--- config.mk ---
export PLATFORM = sky130hd
export DESIGN_NAME = win_detector
export DESIGN_NICKNAME = d
export VERILOG_FILES = /design/src/rtl/win_detector.sv
export SDC_FILE = /design/constraint.sdc
export NUM_CORES = 1
export LEC_CHECK = 0
export ABC_AREA = 1
export BUFFER_PORTS_ARGS = -buffer_cell sky130_fd_sc_hd__buf_2
export CAP_MARGIN = 40
export CORE_ASPECT_RATIO = 0.7
export CORE_UTILIZATION = 45
export DETAILED_ROUTE_END_ITERATION = 6
export PLACE_DENSITY = 0.73
export SLEW_MARGIN = 20
export SYNTH_ARGS = -nofsm -noshare
export SYNTH_HDL_FRONTEND = slang
export SYNTH_SLANG_ARGS = --single-unit
--- constraint.sdc ---
create_clock -name clock -period 11.9 [get_ports clock]
set_input_delay 1.785 -clock clock [delete_from_list [all_inputs] [get_ports clock]]
set_output_delay 1.785 -clock clock [all_outputs]
set_load 0.02 [all_outputs]
--- src/rtl/win_detector.sv ---
// Board-RAM reader that decides whether the stone just placed at (x, y) completes
// a run of WIN_LEN stones, scanning the four line directions through a 1-cycle-latency read port.
module win_detector #(
    parameter int BOARD_SIZE = 15,
    parameter int ADDR_W     = 8,
    parameter int WIN_LEN    = 5
) (
    input  logic              clock,
    input  logic              reset,
    input  logic              start,
    input  logic [3:0]        x_in,
    input  logic [3:0]        y_in,
    input  logic [1:0]        player,
    input  logic [1:0]        mem_q,
    output logic              mem_rd_en,
    output logic [ADDR_W-1:0] mem_addr,
    output logic              busy,
    output logic              done,
    output logic              win,
    output logic [1:0]        win_dir
);
    localparam int CW = $clog2(WIN_LEN + 1);
    localparam logic [CW-1:0] ONE       = CW'(1);
    localparam logic [CW-1:0] STEP_LAST = CW'(WIN_LEN - 1);
    localparam logic [CW-1:0] CNT_WIN   = CW'(WIN_LEN - 2);
    localparam logic signed [5:0] BS_S  = 6'(BOARD_SIZE);

    typedef enum logic [1:0] {IDLE, READ, CMP, DONE} state_t;

    state_t          state_reg, state_next;
    logic [3:0]      x_reg, x_next, y_reg, y_next;
    logic [1:0]      player_reg, player_next;
    logic [1:0]      dir_reg, dir_next;
    logic            sign_reg, sign_next;   // 0: positive half-ray, 1: negative
    logic [CW-1:0]   step_reg, step_next;
    logic [CW-1:0]   count_reg, count_next;
    logic            win_reg, win_next;
    logic [1:0]      win_dir_reg, win_dir_next;

    logic signed [5:0] x_s, y_s, step_s, off;
    logic signed [5:0] tx_d [4];
    logic signed [5:0] ty_d [4];
    logic signed [5:0] tx_sel, ty_sel;
    logic              in_bounds;
    logic              end_ray;
    logic [ADDR_W-1:0] addr_calc;

    assign x_s    = $signed({2'b00, x_reg});
    assign y_s    = $signed({2'b00, y_reg});
    assign step_s = $signed({{(6-CW){1'b0}}, step_reg});
    assign off    = sign_reg ? -step_s : step_s;

    // Direction vectors: 0 (+1,0), 1 (0,+1), 2 (+1,+1), 3 (+1,-1)
    genvar gi;
    generate
        for (gi = 0; gi < 4; gi++) begin : g_dir
            localparam int DX = (gi == 1) ? 0 : 1;
            localparam int DY = (gi == 0) ? 0 : ((gi == 3) ? -1 : 1);
            assign tx_d[gi] = (DX == 0) ? x_s : x_s + off;
            assign ty_d[gi] = (DY == 0) ? y_s : ((DY > 0) ? y_s + off : y_s - off);
        end
    endgenerate

    assign tx_sel    = tx_d[dir_reg];
    assign ty_sel    = ty_d[dir_reg];
    assign in_bounds = (tx_sel >= 6'sd0) && (tx_sel < BS_S) &&
                       (ty_sel >= 6'sd0) && (ty_sel < BS_S);
    assign addr_calc = ADDR_W'(ty_sel[3:0]) * ADDR_W'(BOARD_SIZE) + ADDR_W'(tx_sel[3:0]);

    always_ff @(posedge clock) begin
        if (reset) begin
            state_reg   <= IDLE;
            x_reg       <= '0;
            y_reg       <= '0;
            player_reg  <= '0;
            dir_reg     <= '0;
            sign_reg    <= 1'b0;
            step_reg    <= '0;
            count_reg   <= '0;
            win_reg     <= 1'b0;
            win_dir_reg <= '0;
        end else begin
            state_reg   <= state_next;
            x_reg       <= x_next;
            y_reg       <= y_next;
            player_reg  <= player_next;
            dir_reg     <= dir_next;
            sign_reg    <= sign_next;
            step_reg    <= step_next;
            count_reg   <= count_next;
            win_reg     <= win_next;
            win_dir_reg <= win_dir_next;
        end
    end

    always_comb begin
        state_next   = state_reg;
        x_next       = x_reg;
        y_next       = y_reg;
        player_next  = player_reg;
        dir_next     = dir_reg;
        sign_next    = sign_reg;
        step_next    = step_reg;
        count_next   = count_reg;
        win_next     = win_reg;
        win_dir_next = win_dir_reg;
        mem_rd_en    = 1'b0;
        end_ray      = 1'b0;

        case (state_reg)
            IDLE: begin
                if (start) begin
                    x_next       = x_in;
                    y_next       = y_in;
                    player_next  = player;
                    dir_next     = 2'd0;
                    sign_next    = 1'b0;
                    step_next    = ONE;
                    count_next   = '0;
                    win_next     = 1'b0;
                    win_dir_next = 2'd0;
                    state_next   = (player == 2'b00 || player == 2'b11) ? DONE : READ;
                end
            end
            READ: begin
                if (in_bounds) begin
                    mem_rd_en  = 1'b1;
                    state_next = CMP;
                end else begin
                    end_ray = 1'b1;
                end
            end
            CMP: begin
                if (mem_q == player_reg) begin
                    count_next = count_reg + ONE;
                    // Origin stone plus this neighbor completes the run
                    if (count_reg == CNT_WIN) begin
                        win_next     = 1'b1;
                        win_dir_next = dir_reg;
                        state_next   = DONE;
                    end else begin
                        step_next = step_reg + ONE;
                        if (step_reg >= STEP_LAST) end_ray = 1'b1;
                        else                       state_next = READ;
                    end
                end else begin
                    end_ray = 1'b1;
                end
            end
            DONE: state_next = IDLE;
            default: state_next = IDLE;
        endcase

        if (end_ray) begin
            step_next = ONE;
            if (!sign_reg) begin
                sign_next  = 1'b1;
                state_next = READ;
            end else if (dir_reg == 2'd3) begin
                state_next = DONE;
            end else begin
                dir_next   = dir_reg + 2'd1;
                sign_next  = 1'b0;
                count_next = '0;
                state_next = READ;
            end
        end
    end

    assign mem_addr = mem_rd_en ? addr_calc : '0;
    assign busy     = (state_reg != IDLE);
    assign done     = (state_reg == DONE);
    assign win      = win_reg;
    assign win_dir  = win_dir_reg;
endmodule

==> results.ini <==
[power]
power_leakage_nw=1.54
p_int_mw=0.254
clockPowerShare_pct=8.9
p_per_area_nw_per_um2=180
power_frac_comb_pct=70.5
netSwitchingFraction_pct=53.0
p_seq_share_pct=20.7
total_power_mw=0.540
ir_drop_mv=0.0565
power.net_switching_mw=0.286

[logic_synthesis]
post_synth_instance_area_sq_um=2750
synth_edf_count=0
synthArstFlopShare_pct=0
synthDistinctLibCells=36
synthFlopType=dfxtp_1
ys_warn_count=0
synthCells=400
synth.avg_cell_area_sq_um=6.88
synth.yosys.seq_area_share_pct=17.5
syn-num-nets=468
synth_seq_cells=24

[placement]
io_buffers=28
place_ws_ps=4580
place.gp.congestion=0.979
dp_hpwl_mm=5.41
postPlaceCellArea_sq_um=2950
place_inst=496

[timing]
fmax_mhz=131
fin_tns_setup_ps=0
setup_viol=0
hold_violations=0
tightest_slew_ps=600
finalClockSkew_ps=6.25
min_period_over_period_pct=64.3
maxSlewHeadroom_pct=59.6
drv_slew=0
rsz0062_at_grt=no
layout_setup_ws_ps=4250
min_period_ps=7650

[floorplanning]
rows=23
dieWidth_um=95.4
die_h_um=67.4
die_area_sq_um=6430
io_pins=29
core_region_area_sq_um=5810
start_util_pct=47.3

[route]
ant_nets=0
detail_route.first_pass.iterations=5
post-route-drc-count=0
drt_iter0_drc=136
viasPerCell=5.16
routedWlPerCell_um=13.1
finalWirelength_mm=6.53
vias=2575

[critical_path]
critPathSlowestCell=fa_1
r2r_slack_ps=7790
worstSetupEndpointType=primary output
arrival_ps=5860
critPathLaunchType=register
cpMostUsedCell=inv_1
timing.rr.start=step_reg[0]$_SDFFE_PP0P_
r2r_cells=27
max_stage_delay_ps=540
crit_path_max_fanout=7
crit_required_ps=10120
regToRegEndpoint=state_reg[1]$_SDFFE_PP0P_
crit_type=register to primary output
worstPathBufferInverterCount=7
cp_top_family=adder cells

[clock_tree]
cts-root-buf=clkbuf_8
cts.path.max_buffers=2
cts_buffers=3
clk_latency_ps=270
postCtsHoldBufs=0
cts_setup_buffers=0
clkSinkCount=24
cts_resized=0
htreeDepth=1
cts_tree=done
clk_pin_slew_ps=80

[final_layout]
synthToLayoutAreaGrowth_pct=8.83
layout-drive-gt1-share_pct=11.1
fin_area_sq_um=2990
layout_commonest_cell=nand2_1
register_area_sq_um=480
multi_input_area_sq_um=1990
nets=494
n_antenna_cell=0
mostFrequentLayoutCells=nand2_1 (78), inv_1 (61), nor2_1 (47)
nFillCells=580
fin_cells=499

[hold_path]
holdPathEnd=win_dir[1]$_SDFFE_PP0P_
hold_path.startpoint=win_dir[1]$_SDFFE_PP0P_
hold_class=register to register
holdPathStages=2

[global_route]
antenna_found_initial=0
grt_pass1_vias=2283
grt_first_pass_wirelength_mm=10.8
grt_max_degree=17
track_usage_pct=21.8
grt_overflow=0

[job]
max-cap-violations=0

[status]
outcome=completed

==> tightest hold or removal path: stages (launching register included) <==
cell     delay, ps
dfxtp_1        310
nand2_1         60
a21oi_1         50
==> per-layer routing <==
metal | routed length, um | vias to the layer above | track usage (%)
met5 | 0 | - | 0
met4 | 29 | 0 | 2.24
met3 | 548 | 2 | 3.72
met2 | 2590 | 101 | 32.8
met1 | 3370 | 1145 | 33.3
li1 | - | 1327 | -
==> synthesized netlist by cell type, drive strengths merged, types with 5 or more instances <==
cell type	number	area (sq um)
a21oi	25	129
dfxtp	24	480
fa	10	200
ha	43	538
inv	64	240
nand2	83	348
nand3	33	170
nand3b	5	37.5
nor2	49	203
o21ai	25	125
xor2	8	70.1
==> per-stage QoR <==
stage	hold slack (ps)	util (%)
2_1_floorplan	462	-
3_3_place_gp	446	50.8
3_5_place_dp	448	50.8
4_1_cts	461	51.5
5_1_grt	484	51.5
6_report	460	51.5
==> cell type report <==
| type | instances | share of cell area, % |
|---|---|---|
| inverter | 65 | 8.15 |
| multi-input combinational | 304 | 66.6 |
| timing repair buffer | 28 | 4.68 |
| sequential | 24 | 16.1 |
| tap | 75 | 3.14 |
| clock buffer | 3 | 1.38 |
==> worst max path at each step <==
| stage | start | to | slack [ps] | depth (start not counted) |
|---|---|---|---|---|
| 2_1_floorplan | step_reg[0]$_SDFFE_PP0P_ | mem_addr[7] | 4980 | 22 |
| 3_3_place_gp | step_reg[0]$_SDFFE_PP0P_ | mem_addr[7] | 4770 | 26 |
| 3_5_place_dp | step_reg[0]$_SDFFE_PP0P_ | mem_addr[7] | 4580 | 26 |
| 4_1_cts | step_reg[0]$_SDFFE_PP0P_ | mem_addr[7] | 4250 | 26 |
| 5_1_grt | step_reg[0]$_SDFFE_PP0P_ | mem_addr[7] | 3660 | 26 |
| 6_report | step_reg[0]$_SDFFE_PP0P_ | mem_addr[7] | 4250 | 26 |
==> power groups by stage <==
stage               sequential (mW)  clock, mW  combinational (mW)
global route                  0.114     0.0531               0.436
CTS                           0.111     0.0499               0.380
detailed placement            0.113          0               0.375
global placement              0.113          0               0.367
finish                        0.111     0.0480               0.380
floorplan                     0.107          0               0.292
==> cells by family (layout without fill, tap and decap cells) <==
logic type               count (synthesis)  after routing  synth area share (%)
AND/OR/NAND/NOR                        180            180                  29.8
adder cells (fa/ha/maj)                 53             53                  26.8
AO/OA/AOI/OAI                           59             59                  12.0
flip-flops                              24             24                  17.5
XOR/XNOR                                12             12                  3.82
buffers and inverters                   72             96                  10.1
(Power assumes the default switching activity.)
